--- config.mk ---
export PLATFORM = sky130hd
export DESIGN_NAME = pixel_sink_flat
export DESIGN_NICKNAME = d
export VERILOG_FILES = /design/src/rtl/pixel_sink_if.sv /design/src/rtl/pixel_sink.sv /design/src/flat_wrapper.sv
export SDC_FILE = /design/constraint.sdc
export NUM_CORES = 1
export LEC_CHECK = 0
export ABC_AREA = 1
export CAP_MARGIN = 30
export CELL_PAD_IN_SITES_DETAIL_PLACEMENT = 1
export CELL_PAD_IN_SITES_GLOBAL_PLACEMENT = 2
export CORE_UTILIZATION = 28
export CTS_CLUSTER_SIZE = 25
export DETAILED_ROUTE_END_ITERATION = 12
export GPL_ROUTABILITY_DRIVEN = 1
export PLACE_DENSITY = 0.74
export SLEW_MARGIN = 30
export SYNTH_ARGS = -nofsm -noshare
export SYNTH_HDL_FRONTEND = slang
export SYNTH_SLANG_ARGS = --single-unit
--- constraint.sdc ---
create_clock -name clk -period 4.19 [get_ports clk]
set_input_delay 0.6285 -clock clk [delete_from_list [all_inputs] [get_ports clk]]
set_output_delay 0.6285 -clock clk [all_outputs]
set_load 0.02 [all_outputs]
--- src/rtl/pixel_sink_if.sv ---
// Pixel stream, framebuffer write port and clear control for pixel_sink.
// Pure wiring: no logic, no added latency.
// The master side offers pixels and may stall the framebuffer; the slave side is the sink.
interface pixel_sink_if #(
    parameter int COLOR_W = 1,
    parameter int ADDR_W  = 19
) ();
    // Pixel stream (valid/ready)
    logic               pix_valid;
    logic               pix_ready;
    logic [10:0]        pix_x;
    logic [10:0]        pix_y;
    logic [COLOR_W-1:0] pix_color;

    // Clear control and status
    logic               clear_req;
    logic               clear_busy;
    logic               clear_done;
    logic [15:0]        clip_cnt;

    // Framebuffer write port
    logic               fb_stall;
    logic               fb_we;
    logic [ADDR_W-1:0]  fb_addr;
    logic [COLOR_W-1:0] fb_wdata;

    modport master (
        output pix_valid, pix_x, pix_y, pix_color, clear_req, fb_stall,
        input  pix_ready, clear_busy, clear_done, clip_cnt, fb_we, fb_addr, fb_wdata
    );

    modport slave (
        input  pix_valid, pix_x, pix_y, pix_color, clear_req, fb_stall,
        output pix_ready, clear_busy, clear_done, clip_cnt, fb_we, fb_addr, fb_wdata
    );
endinterface

--- src/rtl/pixel_sink.sv ---
// Buffers (x,y,color) pixels, clips off-screen ones and writes y*WIDTH+x to the framebuffer; sweeps a clear on request.
// Latency: pixel accepted at edge k with empty FIFO and free output register is written (fb_we=1) after edge k+1.
// Backpressure: pix_ready drops when the FIFO is full or a clear is pending; fb_stall freezes the output register.
module pixel_sink #(
    parameter int               WIDTH       = 640,
    parameter int               HEIGHT      = 480,
    parameter int               FIFO_DEPTH  = 8,
    parameter int               ADDR_W      = 19,
    parameter int               COLOR_W     = 1,
    parameter logic [COLOR_W-1:0] CLEAR_COLOR = '0
) (
    input  logic         clk,
    input  logic         reset,
    pixel_sink_if.slave  sink_io
);
    localparam int PW = $clog2(FIFO_DEPTH);

    localparam logic [1:0] S_RUN   = 2'd0;
    localparam logic [1:0] S_FLUSH = 2'd1;
    localparam logic [1:0] S_CLEAR = 2'd2;

    localparam logic [10:0]       WIDTH_C   = 11'(WIDTH);
    localparam logic [10:0]       HEIGHT_C  = 11'(HEIGHT);
    localparam logic [ADDR_W-1:0] LAST_ADDR = ADDR_W'(WIDTH * HEIGHT - 1);

    typedef struct packed {
        logic [10:0]        x;
        logic [10:0]        y;
        logic [COLOR_W-1:0] color;
    } pix_t;

    pix_t mem_q [FIFO_DEPTH];

    logic [PW:0]         wr_ptr_q, wr_ptr_d;
    logic [PW:0]         rd_ptr_q, rd_ptr_d;
    logic [1:0]          state_q, state_d;
    logic                fb_we_q, fb_we_d;
    logic [ADDR_W-1:0]   fb_addr_q, fb_addr_d;
    logic [COLOR_W-1:0]  fb_wdata_q, fb_wdata_d;
    logic [ADDR_W-1:0]   sweep_q, sweep_d;
    logic                clear_busy_q, clear_busy_d;
    logic                clear_done_q, clear_done_d;
    logic [15:0]         clip_cnt_q, clip_cnt_d;

    logic   fifo_empty, fifo_full;
    logic   pix_ready;
    logic   push, pop;
    logic   consumed, out_free;
    logic   on_screen;
    pix_t   head;
    logic [21:0] prod;
    logic   unused_prod_hi;

    assign fifo_empty = (wr_ptr_q == rd_ptr_q);
    assign fifo_full  = (wr_ptr_q[PW] != rd_ptr_q[PW]) &&
                        (wr_ptr_q[PW-1:0] == rd_ptr_q[PW-1:0]);

    // Reset is folded in so the sink never advertises ready while being reset.
    assign pix_ready = reset && (state_q == S_RUN) && !fifo_full;
    assign push      = sink_io.pix_valid && pix_ready;

    // The register is free to reload when it is empty or its write leaves this edge.
    assign consumed = fb_we_q && !sink_io.fb_stall;
    assign out_free = !fb_we_q || !sink_io.fb_stall;
    assign pop      = !fifo_empty && out_free;

    assign head      = mem_q[rd_ptr_q[PW-1:0]];
    assign on_screen = (head.x < WIDTH_C) && (head.y < HEIGHT_C);
    assign prod      = 22'(head.y) * 22'(WIDTH) + 22'(head.x);
    assign unused_prod_hi = ^prod[21:ADDR_W];

    // Next-state for FIFO pointers, output register, sweep counter, clip counter and FSM.
    always_comb begin
        wr_ptr_d     = wr_ptr_q + (PW+1)'(push);
        rd_ptr_d     = rd_ptr_q + (PW+1)'(pop);
        state_d      = state_q;
        fb_we_d      = fb_we_q;
        fb_addr_d    = fb_addr_q;
        fb_wdata_d   = fb_wdata_q;
        sweep_d      = sweep_q;
        clear_busy_d = clear_busy_q;
        clear_done_d = 1'b0;
        clip_cnt_d   = clip_cnt_q;

        if (state_q == S_CLEAR) begin
            // The FIFO is empty here: no pushes are accepted outside S_RUN.
            if (consumed && (fb_addr_q == LAST_ADDR)) begin
                fb_we_d      = 1'b0;
                sweep_d      = '0;
                state_d      = S_RUN;
                clear_busy_d = 1'b0;
                clear_done_d = 1'b1;
            end else if (out_free) begin
                fb_we_d    = 1'b1;
                fb_addr_d  = sweep_q;
                fb_wdata_d = CLEAR_COLOR;
                sweep_d    = sweep_q + ADDR_W'(1);
            end
        end else begin
            if (pop) begin
                if (on_screen) begin
                    fb_we_d    = 1'b1;
                    fb_addr_d  = prod[ADDR_W-1:0];
                    fb_wdata_d = head.color;
                end else begin
                    fb_we_d = 1'b0;
                    if (clip_cnt_q != 16'hFFFF) begin
                        clip_cnt_d = clip_cnt_q + 16'd1;
                    end
                end
            end else if (consumed) begin
                fb_we_d = 1'b0;
            end

            if ((state_q == S_RUN) && sink_io.clear_req) begin
                state_d      = S_FLUSH;
                clear_busy_d = 1'b1;
            end else if ((state_q == S_FLUSH) && fifo_empty && out_free) begin
                state_d = S_CLEAR;
            end
        end
    end

    // State registers with synchronous active-low reset.
    always_ff @(posedge clk) begin
        if (!reset) begin
            wr_ptr_q     <= '0;
            rd_ptr_q     <= '0;
            state_q      <= S_RUN;
            fb_we_q      <= 1'b0;
            fb_addr_q    <= '0;
            fb_wdata_q   <= '0;
            sweep_q      <= '0;
            clear_busy_q <= 1'b0;
            clear_done_q <= 1'b0;
            clip_cnt_q   <= '0;
        end else begin
            wr_ptr_q     <= wr_ptr_d;
            rd_ptr_q     <= rd_ptr_d;
            state_q      <= state_d;
            fb_we_q      <= fb_we_d;
            fb_addr_q    <= fb_addr_d;
            fb_wdata_q   <= fb_wdata_d;
            sweep_q      <= sweep_d;
            clear_busy_q <= clear_busy_d;
            clear_done_q <= clear_done_d;
            clip_cnt_q   <= clip_cnt_d;
        end
    end

    // FIFO storage; contents need no reset since the pointers define validity.
    always_ff @(posedge clk) begin
        if (push) begin
            mem_q[wr_ptr_q[PW-1:0]] <= '{x: sink_io.pix_x, y: sink_io.pix_y, color: sink_io.pix_color};
        end
    end

    assign sink_io.pix_ready  = pix_ready;
    assign sink_io.fb_we      = fb_we_q;
    assign sink_io.fb_addr    = fb_addr_q;
    assign sink_io.fb_wdata   = fb_wdata_q;
    assign sink_io.clear_busy = clear_busy_q;
    assign sink_io.clear_done = clear_done_q;
    assign sink_io.clip_cnt   = clip_cnt_q;

endmodule

--- src/flat_wrapper.sv ---
// flat-port wrapper written by rule: the top's interface ports become plain ports
module pixel_sink_flat 
#(
    parameter int               WIDTH       = 640,
    parameter int               HEIGHT      = 480,
    parameter int               FIFO_DEPTH  = 8,
    parameter int               ADDR_W      = 19,
    parameter int               COLOR_W     = 1,
    parameter logic [COLOR_W-1:0] CLEAR_COLOR = '0
)
  (clk, reset, sink_io_pix_valid, sink_io_pix_x, sink_io_pix_y, sink_io_pix_color, sink_io_clear_req, sink_io_fb_stall, sink_io_pix_ready, sink_io_clear_busy, sink_io_clear_done, sink_io_clip_cnt, sink_io_fb_we, sink_io_fb_addr, sink_io_fb_wdata);
  pixel_sink_if #(.COLOR_W(COLOR_W), .ADDR_W(ADDR_W)) sink_io_i ();
  input  logic clk;
  input  logic reset;
  input wire logic [$bits(sink_io_i.pix_valid)-1:0] sink_io_pix_valid;
  input wire logic [$bits(sink_io_i.pix_x)-1:0] sink_io_pix_x;
  input wire logic [$bits(sink_io_i.pix_y)-1:0] sink_io_pix_y;
  input wire logic [$bits(sink_io_i.pix_color)-1:0] sink_io_pix_color;
  input wire logic [$bits(sink_io_i.clear_req)-1:0] sink_io_clear_req;
  input wire logic [$bits(sink_io_i.fb_stall)-1:0] sink_io_fb_stall;
  output wire logic [$bits(sink_io_i.pix_ready)-1:0] sink_io_pix_ready;
  output wire logic [$bits(sink_io_i.clear_busy)-1:0] sink_io_clear_busy;
  output wire logic [$bits(sink_io_i.clear_done)-1:0] sink_io_clear_done;
  output wire logic [$bits(sink_io_i.clip_cnt)-1:0] sink_io_clip_cnt;
  output wire logic [$bits(sink_io_i.fb_we)-1:0] sink_io_fb_we;
  output wire logic [$bits(sink_io_i.fb_addr)-1:0] sink_io_fb_addr;
  output wire logic [$bits(sink_io_i.fb_wdata)-1:0] sink_io_fb_wdata;
  assign sink_io_i.pix_valid = sink_io_pix_valid;
  assign sink_io_i.pix_x = sink_io_pix_x;
  assign sink_io_i.pix_y = sink_io_pix_y;
  assign sink_io_i.pix_color = sink_io_pix_color;
  assign sink_io_i.clear_req = sink_io_clear_req;
  assign sink_io_i.fb_stall = sink_io_fb_stall;
  assign sink_io_pix_ready = sink_io_i.pix_ready;
  assign sink_io_clear_busy = sink_io_i.clear_busy;
  assign sink_io_clear_done = sink_io_i.clear_done;
  assign sink_io_clip_cnt = sink_io_i.clip_cnt;
  assign sink_io_fb_we = sink_io_i.fb_we;
  assign sink_io_fb_addr = sink_io_i.fb_addr;
  assign sink_io_fb_wdata = sink_io_i.fb_wdata;
  pixel_sink #(.WIDTH(WIDTH), .HEIGHT(HEIGHT), .FIFO_DEPTH(FIFO_DEPTH), .ADDR_W(ADDR_W), .COLOR_W(COLOR_W), .CLEAR_COLOR(CLEAR_COLOR)) u_core (.clk(clk), .reset(reset), .sink_io(sink_io_i));
endmodule
# Word level (Yosys, flattened, before mapping)

Memory sizes are Yosys's and may differ from the RTL's. A register that Yosys moved wholly into a read port is not among the register bits.
Index checks and enable logic that the tools add are counted.

Flip-flop bits (word level): 68
Input port bits: 28
Memory bits (writable): 184
Word-level logic and storage cells: 91
Memories kept: 1

Reductions and logical operators: 30
$add $sub $neg: 5
Bitwise operators: 2
Multiply operators: 1
Magnitude comparators: 2
Muxes and demuxes: 29
Eq/ne operators: 11

Memory list:

| name         | depth | bits a word | rd ports | clocked after Yosys merged registers in | wr ports | RTL line         | RTL |
|---|---|---|---|---|---|---|---|
| u_core.mem_q | 8     | 23          | 1        | 1                                       | 1        | pixel_sink.sv:32 | `pix_t mem_q [FIFO_DEPTH];` |

Operators with widths:

| kind                                                  | count |
|---|---|
| 2-to-1 mux 19 bit                                     | 7 |
| adder 19 x 1 -> 19 bit (second input constant)        | 1 |
| adder 19 x 11 -> 19 bit                               | 1 |
| equality test 19 bit (second input constant)          | 1 |
| 2-to-1 mux 1 bit                                      | 17 |
| adder 16 x 1 -> 16 bit (second input constant)        | 1 |
| != test 16 bit (second input constant)                | 1 |
| multiplier 11 x 3 -> 12 bit (second input constant)   | 1 |
| logical AND 1 bit                                     | 11 |
| < comparator 11 x 10 -> 1 bit (second input constant) | 1 |
| < comparator 11 x 9 -> 1 bit (second input constant)  | 1 |
| AND reduction 2 bit                                   | 5 |
| adder 4 x 1 -> 4 bit                                  | 2 |
| 2-to-1 mux 2 bit                                      | 4 |
| AND reduction 4 bit                                   | 2 |
| nonzero test 2 bit                                    | 4 |
| nonzero test 3 bit                                    | 2 |
| equality test 4 bit                                   | 1 |
| zero test 1 bit                                       | 4 |
| != test 2 bit (second input constant)                 | 2 |
| equality test 3 bit                                   | 1 |
| 2-to-1 mux 3 bit                                      | 1 |
| != test 3 x 2 -> 1 bit (second input constant)        | 1 |
| equality test 2 x 1 -> 1 bit (second input constant)  | 1 |
| other kinds (6)                                       | 7 |

# Logic depth before layout (Yosys ltp)

Depth after elaboration: 7
Depth in mapped cells: 25

# Worst setup path after synthesis

Ideal clock, no wire load.

Path kind: reg2reg
Start point: reg u_core.rd_ptr_q[0]
End point: reg u_core.fb_addr_q[18], in the netlist u_core.sink_io.fb_addr[18]
Arrival time: 3.532 ns
Data required time: 4.058 ns
Clock period less this slack: 3.664 ns
Setup slack: 0.526 ns
Stages on the path, launching flop included: 23
Path buffers: 4
Library setup time: 0.132 ns
Path through: dfxtp_1 buf_4 buf_4 clkbuf_1 buf_1 nor2_1 nor2_1 o21ai_0 a31oi_1 ha_1 ha_1 fa_1 nand2_1 nor3_1 nor2_1 nor2_1 nand3_1 nor2_1 nand2_1 nand3_1 nand2_1 nand2_1 a21oi_1

Longest elaborated chain between the ends: 5

Ends and longest elaborated chain:

| what                                 | RTL line          | RTL |
|---|---|---|
| from (decl)                          | pixel_sink.sv:35  | `logic [PW:0] rd_ptr_q, rd_ptr_d;` |
| from (signal assigned)               | pixel_sink.sv:139 | `rd_ptr_q <= rd_ptr_d;` |
| equality test 4 bit                  | pixel_sink.sv:54  | `assign fifo_empty = (wr_ptr_q == rd_ptr_q);` |
| zero test 1 bit                      | pixel_sink.sv:65  | `assign pop = !fifo_empty && out_free;` |
| logical AND 1 bit                    | pixel_sink.sv:65  |  |
| nonzero test 2 bit (no source line)  | --                |  |
| AND reduction 4 bit (no source line) | --                |  |
| to (signal assigned)                 | pixel_sink.sv:142 | `fb_addr_q <= fb_addr_d;` |
| to (decl)                            | pixel_sink.sv:38  | `logic [ADDR_W-1:0] fb_addr_q, fb_addr_d;` |

No other way between the ends.
A chain may end at the register's enable or synchronous reset.

# Worst setup path in the final report

Same ends and word-level chain as after synthesis.

==> flow_summary.ini <==
[outcome]
outcome = completed

[pwr]
cellLeakagePower_nw = 5.27
power_w = 0.00921
powerDensity_nw_per_um2 = 660
vdd_drop_max_mv = 0.261

[clocking]
clockBufferDepth = 3
cts_buffers = 28
cts_tree = yes
cts_sinks = 252
h-tree-depth = 1
clock_latency_ns = 0.55
cts_root_buffer = clkbuf_16
clkTransAtPathRegs_ns = 0.06

[flow_run]
drv_cap = 0

[worst_hold_path]
hold_path_class = reg2reg

[critical_path]
cp-end-kind = register
cpPeakStageDelay_ns = 0.61
worst-setup-path-type = reg2reg
rrSetupSlack_ns = 0.49
path_cells = inv_2 > buf_4 > o21ai_0 > a31oi_1 > ha_1 > fa_1 > nand2_1 > nor3_1 > nor2_1 > nor2_1 > nand3_1 > nor2_1 > nand2_1 > nand3_1 > nand2_1 > nand2_1 > a21oi_1
cp.required_ns = 4.60
cpMostUsedCell = nand2_1
path_max_fanout = 30
slowest_stage = fa_1
worstPathArrival_ns = 4.11
critical_path.startpoint_type = register

[final_layout]
drive_above_1_share = 0.0713
seqCellArea_um2 = 6890
antenna_cells = 0
synthToLayoutAreaGrowth_pct = 20.6
final_common_cell = nand2_1
layout_common_cells = nand2_1, edfxtp_1, nor2_1
multiInputGateArea_um2 = 4000
fill_cells = 4647
nets = 1368
final_area_um2 = 13900

[grt]
grt_max_degree = 95
grt_pass1_vias = 8790
gr-total-overflow = 0
grt_usage = 0.146
grt_pass1_wl_um = 47700
antenna_found_initial = 0

[logic_synthesis]
synth_area_per_cell_um2 = 9.31
synth_warnings = 0
synth_seq_cells = 252
synth_top_area_share = 0.478
synth_nets = 1299
netlist_instances = 1242
synth.distinct_cells = 38
synth_area_leaders = edfxtp_1, dfxtp_1, nand2_1, nor2_1, inv_1
yosys.area.top_type = edfxtp_1
yosysSeqAreaShare = 0.595
syn_area_um2 = 11600

[floorplan]
row_count = 74
die_area_um2 = 42100
die_width_um = 205
start_util = 0.283
die_h_um = 205
coreArea_um2 = 40800
ios = 68

[sta]
slew_viol_final = 0
tightest_slew_ns = 0.654
whs_ns = 0.466
setup_viol_count_final = 0
relSlewSlack = 0.563
fin_crit_ns = 3.70
skew_ns = 0.0172
fin_tns_setup_ns = 0
rsz0062_at_grt = no
worst_slack_ns = 0.485
fmax_ghz = 0.270
finalHoldViolations = 0
timing.final.crit_share = 0.884

[routing]
vias = 8637
drt-met1-wl_um = 14200
dr_wl_met3_um = 746
ant_nets = 0
highest_layer = met4
wl_per_cell_um = 16.3
met2WireLength_um = 15000
drc = 0
viasPerCell = 4.63
firstDrtPassIters = 7
drtIter0Drc = 372
routed_wl_um = 30500

[placement]
numPortBuffers = 67
place_area_um2 = 12900
hpwl_um = 20200
pre_cts_ws_ns = 0.367
place_congestion = 0.772
-- where the power goes --
| part | internal [W] | total (W) | switching (W) | leakage [nW] |
|---|---|---|---|---|
| Combinational | 0.00124 | 0.00361 | 0.00237 | 2.55 |
| Clock | 0.00174 | 0.00273 | 0.000985 | 0.511 |
| Sequential | 0.00279 | 0.00287 | 0.0000809 | 2.21 |
| Total | 0.00577 | 0.00921 | 0.00344 | 5.27 |
-- Yosys cell counts (all sizes together) --
master	instances
clkbuf	27
nor4	6
buf	25
o21ai	100
ha	27
dfxtp	68
o22ai	14
or2	2
inv	127
o21a	1
a211oi	1
nand4	14
o221ai	8
nor3	21
o21bai	2
nand3	82
xnor2	5
edfxtp	184
and3	1
nand2	303
fa	2
o211ai	1
xor2	17
nor3b	4
nand3b	6
nor2	141
a21oi	48
a31oi	5
-- worst max-delay path, delay by kind of cell, from the launching register on --
| kind | cells | cell delay (ns) |
|---|---|---|
| buffers and inverters | 2 | 0.64 |
| AND/OR/NAND/NOR | 10 | 1.04 |
| adder cells (fa/ha/maj) | 2 | 0.96 |
| flip-flops | 1 | 0.34 |
| AO/OA/AOI/OAI | 3 | 0.57 |
-- state kept, by name, summed over array words and instances (netlist names) --
name	flops
u_core.mem_q	184
u_core.sink_io.fb_addr	19
u_core.sweep_q	19
u_core.sink_io.clip_cnt	16
u_core.rd_ptr_q	4
u_core.wr_ptr_q	4
u_core.state_q	2
u_core.sink_io.clear_busy	1
u_core.sink_io.clear_done	1
u_core.sink_io.fb_wdata	1
u_core.sink_io.fb_we	1
-- worst paths after layout --
check                               start                    endpoint  cells past startpoint
setup / recovery       u_core.rd_ptr_q[0]  u_core.sink_io.fb_addr[18]                     17
hold reg to reg   u_core.sink_io.fb_wdata     u_core.sink_io.fb_wdata                      2
hold / removal    u_core.sink_io.fb_wdata     u_core.sink_io.fb_wdata                      2
setup reg to reg       u_core.rd_ptr_q[0]  u_core.sink_io.fb_addr[18]                     17
-- per-stage QoR --
| step | utilization | std cells |
|---|---|---|
| finish | 0.342 | 1865 |
| global route | 0.342 | 1865 |
| CTS | 0.342 | 1865 |
| detailed placement | 0.316 | 1813 |
| global placement | 0.316 | 1813 |
| floorplan | - | 1242 |
-- area by class of cell --
type                            count  area share
Sequential cell                   252       0.494
Inverter                          127      0.0342
Timing Repair Buffer               91      0.0628
Clock buffer                       34      0.0555
Clock inverter                     18      0.0195
Tap cell                          532      0.0477
Multi-Input combinational cell    811       0.286
-- routing by layer --
metal / vias to the layer above / global-route usage
met5: - / 0
met4: 0 / 0.0399
met3: 39 / 0.0195
met2: 85 / 0.260
met1: 4198 / 0.185
li1: 4315 / -
-- kinds of logic after synthesis --
kind of cell | after synthesis | synth area share
DFF | 252 | 0.595
and+or+nand+nor | 580 | 0.210
adders and majority gates | 29 | 0.0327
xor gates and xnor gates | 22 | 0.0167
buffers and inverters | 179 | 0.0619
AOI/OAI and AO/OA | 180 | 0.0836
-- repair_timing --
item                       CTS  global route
hold buffers                 0             0
setup endpoints to repair    0             3
setup buffers                0             0
gates resized for setup      0             1
hold endpoints to repair     0             0
Power figures use the tool's default switching activity.
==> RTL edit 1, RTL diff (same flow settings) <==
`FIFO_DEPTH` is set to 8 in 2 places; all go to 16.
--- a/src/rtl/pixel_sink.sv
+++ b/src/rtl/pixel_sink.sv
@@ -6,3 +6,3 @@
     parameter int               HEIGHT      = 480,
-    parameter int               FIFO_DEPTH  = 8,
+    parameter int               FIFO_DEPTH  = 16,
     parameter int               ADDR_W      = 19,
--- a/src/flat_wrapper.sv
+++ b/src/flat_wrapper.sv
@@ -5,3 +5,3 @@
     parameter int               HEIGHT      = 480,
-    parameter int               FIFO_DEPTH  = 8,
+    parameter int               FIFO_DEPTH  = 16,
     parameter int               ADDR_W      = 19,
Formal check against the unedited RTL: no difference found for any inputs over 4 cycles, from zero or initial values and one cycle with reset low; that may be too few to reach the edited logic, so the function may still have changed.
==> RTL edit 1 against the unedited design <==
Routed wire length rose by 83%; total power rose by 49%; critical path depth rose by 5; sequential power rose by 73%; final area rose by 63%; setup slack got worse by 0.061 ns; sequential cell count rose by 186; synthesized area rose by 63%; critical endpoint unchanged; largest power group is now sequential cells.
==> RTL edit 1: results (changes against the unedited design) <==
status=finished clean; Post-Syn Area per Cell=10.4 sq um (+12%); critical path peak fanout=21 (-30%); Static Leakage=8.21 nW (+56%); worst r2r path cells=22 (+5); Power Dens Cells=606 mW/mm^2 (-8.1%); Placer Congestion=0.813 (+5.2%); R2R setup slack=0.42 ns (-0.06 ns); Tmin final=3.77 ns (+0.0607 ns); routed vias/inst=4.83 (+4.3%); sequential element share of the synthesized area=65.8% (+6.3 points); Clock power frac=31.4% (+1.8 points); largest net degree at the start of global routing=64 (-33%); Skew-Pair Late Insertion Delay=0.59 ns (+0.04 ns); Comb pwr share=32.6% (-6.6 points); hpwl dp=33900 um (+68%); number of DRC markers in iteration 0=768 (+110%); vias in the first global route=14100 (+60%); first-pass GRT wire length=84200 um (+77%); Int Power=0.00887 W (+54%); Largest register FFs=368 (+100%); r2r endpoint=u_core.sink_io.fb_addr[18]; worst-margin pin slew=0.615 ns (-0.0389 ns); leading cell types by total area after synthesis=edfxtp_1 58%, nand2_1 7.9%, dfxtp_1 7.4%; placed instance area=0.0210 sq mm (+63%); synthesized net count=1874 (+44%); First-pass DRT Iterations=5 (-2); final clock skew=0.0212 ns (+0.00397 ns); Post-Synth XOR/XNOR Area=1.39% (-0.28 points); GRT Util Overall=16.2% (+1.6 points); total wire length=55700 um (+83%); Place WS=0.149 ns (-0.217 ns); post-synthesis compound-gate area fraction=8.43% (+0.067 points); fin nets=1966 (+44%); H-tree depth=2 (+1); layout cells sized above 1=8.72% (+1.6 points); final-layout fill cell count=7399 (+59%); Netlist cell types=39 (+2.6%); Avg WL per Cell=19.8 um (+21%); Post-Place Cells=2718 (+50%); crit path DAT=4.28 ns (+0.17 ns); initial antenna violation count=3 (+3); total CTS buffers=49 (+75%); top cells by count, synth=396 x nand2_1, 368 x edfxtp_1, 234 x nor2_1, 153 x o21ai_0, 152 x inv_1; maximum vdd drop=0.303 mV (+16%); Synth Area in Adders=2.00% (-1.3 points)
[RTL edit 1: cell count changes in the layout (fill, tap and decap cells not counted), moves of 11 or more]
cell | before | now
edfxtp_1 | 184 | 368
buf_12 | 2 | 17
nor2_4 | 1 | 12
o22ai_1 | 14 | 33
clkinv_1 | 2 | 13
buf_4 | 22 | 41
nor2_1 | 134 | 216
o21ai_0 | 87 | 151
nand2_1 | 302 | 396
nand3_1 | 81 | 109
clkbuf_16 | 29 | 51
o221ai_1 | 8 | 23
inv_1 | 121 | 151
[RTL edit 1: routing by layer]
layer | routed length (um) | vias to the layer above | global-route usage [%]
met1 | 25300 | 6845 | 21.2
met3 | 2220 | 79 | 2.58
met2 | 26700 | 258 | 27.6
li1 | - | 6401 | -
met5 | 14 | - | 0
met4 | 1420 | 2 | 4.96
[RTL edit 1: logic make-up (layout without fill, tap and decap cells)]
logic type                 after synthesis  in the layout
AOI/OAI and AO/OA                      287            287
xor gates and xnor gates                30             30
adders and majority gates               29             29
buffers and inverters                  248            380
DFF                                    438            438
and+or+nand+nor                        785            785
[RTL edit 1: worst min-delay path by stage]
| stage | endpoint | slack [ns] | cells after the start |
|---|---|---|---|
| global placement | u_core.sink_io.fb_wdata | 0.46 | 2 |
| CTS | u_core.sink_io.fb_wdata | 0.47 | 2 |
| floorplan | u_core.sweep_q[8] | 0.45 | 2 |
| global route | u_core.sink_io.fb_wdata | 0.49 | 2 |
| detailed placement | u_core.sink_io.fb_wdata | 0.46 | 2 |
| finish | u_core.sink_io.fb_wdata | 0.47 | 2 |
[RTL edit 1: final cells by class]
cell class / count / area (sq um) / share of cell area, %
Sequential cell: 438 / 12500 / 54.9
Inverter: 159 / 607 / 2.67
Multi-Input combinational cell: 1131 / 5530 / 24.4
Tap cell: 864 / 1080 / 4.76
Clock buffer: 56 / 1250 / 5.52
Timing Repair Buffer: 130 / 1420 / 6.25
Clock inverter: 35 / 352 / 1.55
[RTL edit 1: repair_timing]
| item | CTS | global route |
|---|---|---|
| hold buffers | 0 | 0 |
| gates resized for setup | 0 | 10 |
| endpoints found under the setup margin | 0 | 6 |
| buffers inserted | 0 | 2 |
| hold endpoints to repair | 0 | 0 |
[RTL edit 1: worst max-delay path, cell delays in order (launching register included)]
cell and delay (ns):
dfxtp_4 0.41, buf_12 0.19, o21ai_0 0.21, o22ai_1 0.11
o211ai_1 0.16, nand3_1 0.17, ha_1 0.33, ha_1 0.25
fa_1 0.58, nand2_1 0.07, inv_1 0.07, nand4_1 0.08
nand3_1 0.10, nand2_1 0.09, nor2_2 0.15, nand3_1 0.11
nor2_1 0.16, inv_1 0.06, nand2_1 0.06, nand3_1 0.07
nand2_1 0.08, nand2_1 0.05, a21oi_1 0.13
==> RTL edit 2, RTL diff (same flow settings) <==
Made on the original files. `fb_addr_q` no longer has a reset.
--- a/src/rtl/pixel_sink.sv
+++ b/src/rtl/pixel_sink.sv
@@ -130,3 +130,2 @@
             fb_we_q      <= 1'b0;
-            fb_addr_q    <= '0;
             fb_wdata_q   <= '0;
@@ -141,3 +140,2 @@
             fb_we_q      <= fb_we_d;
-            fb_addr_q    <= fb_addr_d;
             fb_wdata_q   <= fb_wdata_d;
@@ -148,2 +146,6 @@
         end
+    end
+
+    always_ff @(posedge clk) begin
+        fb_addr_q <= fb_addr_d;
     end
Formal check against the unedited RTL: differs if reset is asserted again (counterexample within 4 cycles, from zero or initial values and one cycle with reset low); with reset held inactive, the same outputs for 4 cycles.
==> RTL edit 2 against the unedited design <==
Total power down 2.8%; sequential cell count unchanged; final area down 1.5%; sequential power up 6%; routed wire length down 2.9%; synthesized area down 0.92%; largest power group unchanged; clock power down 11%; setup slack better by 0.0063 ns; maximum frequency up 0.17%; via count down 5.8%.
==> RTL edit 2: results (changes against the unedited design) <==
Static Leakage=5.10 nW (-3.3%); Post-Place Cells=1719 (-5.2%); Placer Congestion=0.765 (-0.95%); delay-heaviest family, CP=adder cells; maximum vdd drop=0.294 mV (+13%); total power=0.00894 W (-2.8%); vias post-DR=8139 (-5.8%); min-delay src=u_core.sink_io.clear_busy; Slowest Stage Delay on Critical Path=0.58 ns (-0.03 ns); top cells by count, synth=240 x nand2_1, 203 x edfxtp_1, 138 x nor2_1, 113 x inv_1, 75 x o21ai_0; final clock skew=0.0218 ns (+0.00457 ns); total CTS buffers=29 (+3.6%); worst-margin pin slew=0.832 ns (+0.178 ns); combinational cell power=0.00345 W (-4%); Hold EP=u_core.sink_io.clear_busy; largest net degree at the start of global routing=33 (-65%); sequential element share of the synthesized area=61.7% (+2.2 points); vias in the first global route=8324 (-5.3%); placed instance area=0.0128 sq mm (-0.77%); worst r2r path cells=21 (+4); worst hold slack=0.463 ns (-0.00344 ns); status=finished clean; Clock power frac=27.3% (-2.3 points); number of DRC markers in iteration 0=447 (+20%); Post-Syn Area per Cell=10.0 sq um (+7.6%); Skew-Pair Late Insertion Delay=0.57 ns (+0.02 ns); Tmin final=3.70 ns (-0.00632 ns); layout cells sized above 1=8.73% (+1.6 points); Post-synth EDFFs=203 (+10%); Int Power=0.00558 W (-3.2%)
## RTL edit 2: cells by family (layout without fill, tap and decap cells)
kind of cell | Yosys count | after routing | synth area share, %
simple gates | 498 | 498 | 18.3
flops | 252 | 252 | 61.7
compound gates | 167 | 167 | 8.19
buf+inv | 164 | 268 | 5.92
xor+xnor | 34 | 34 | 2.60
fa+ha+maj | 29 | 29 | 3.30
## RTL edit 2: layer usage
layer / wire length, um / share of wire [%] / track usage [%]
met4: 491 / 1.7 / 3.70
met1: 14100 / 48 / 19.2
met2: 13800 / 47 / 23.9
met5: 0 / 0 / 0
met3: 1160 / 3.9 / 2.39
## RTL edit 2: layout make-up
| type | instances | area share (%) |
|---|---|---|
| Clock buffer | 36 | 5.47 |
| Clock inverter | 18 | 1.20 |
| Inverter | 118 | 3.26 |
| Multi-Input combinational cell | 728 | 27.2 |
| Sequential cell | 252 | 51.5 |
| Tap cell | 525 | 4.78 |
| Timing Repair Buffer | 96 | 6.49 |
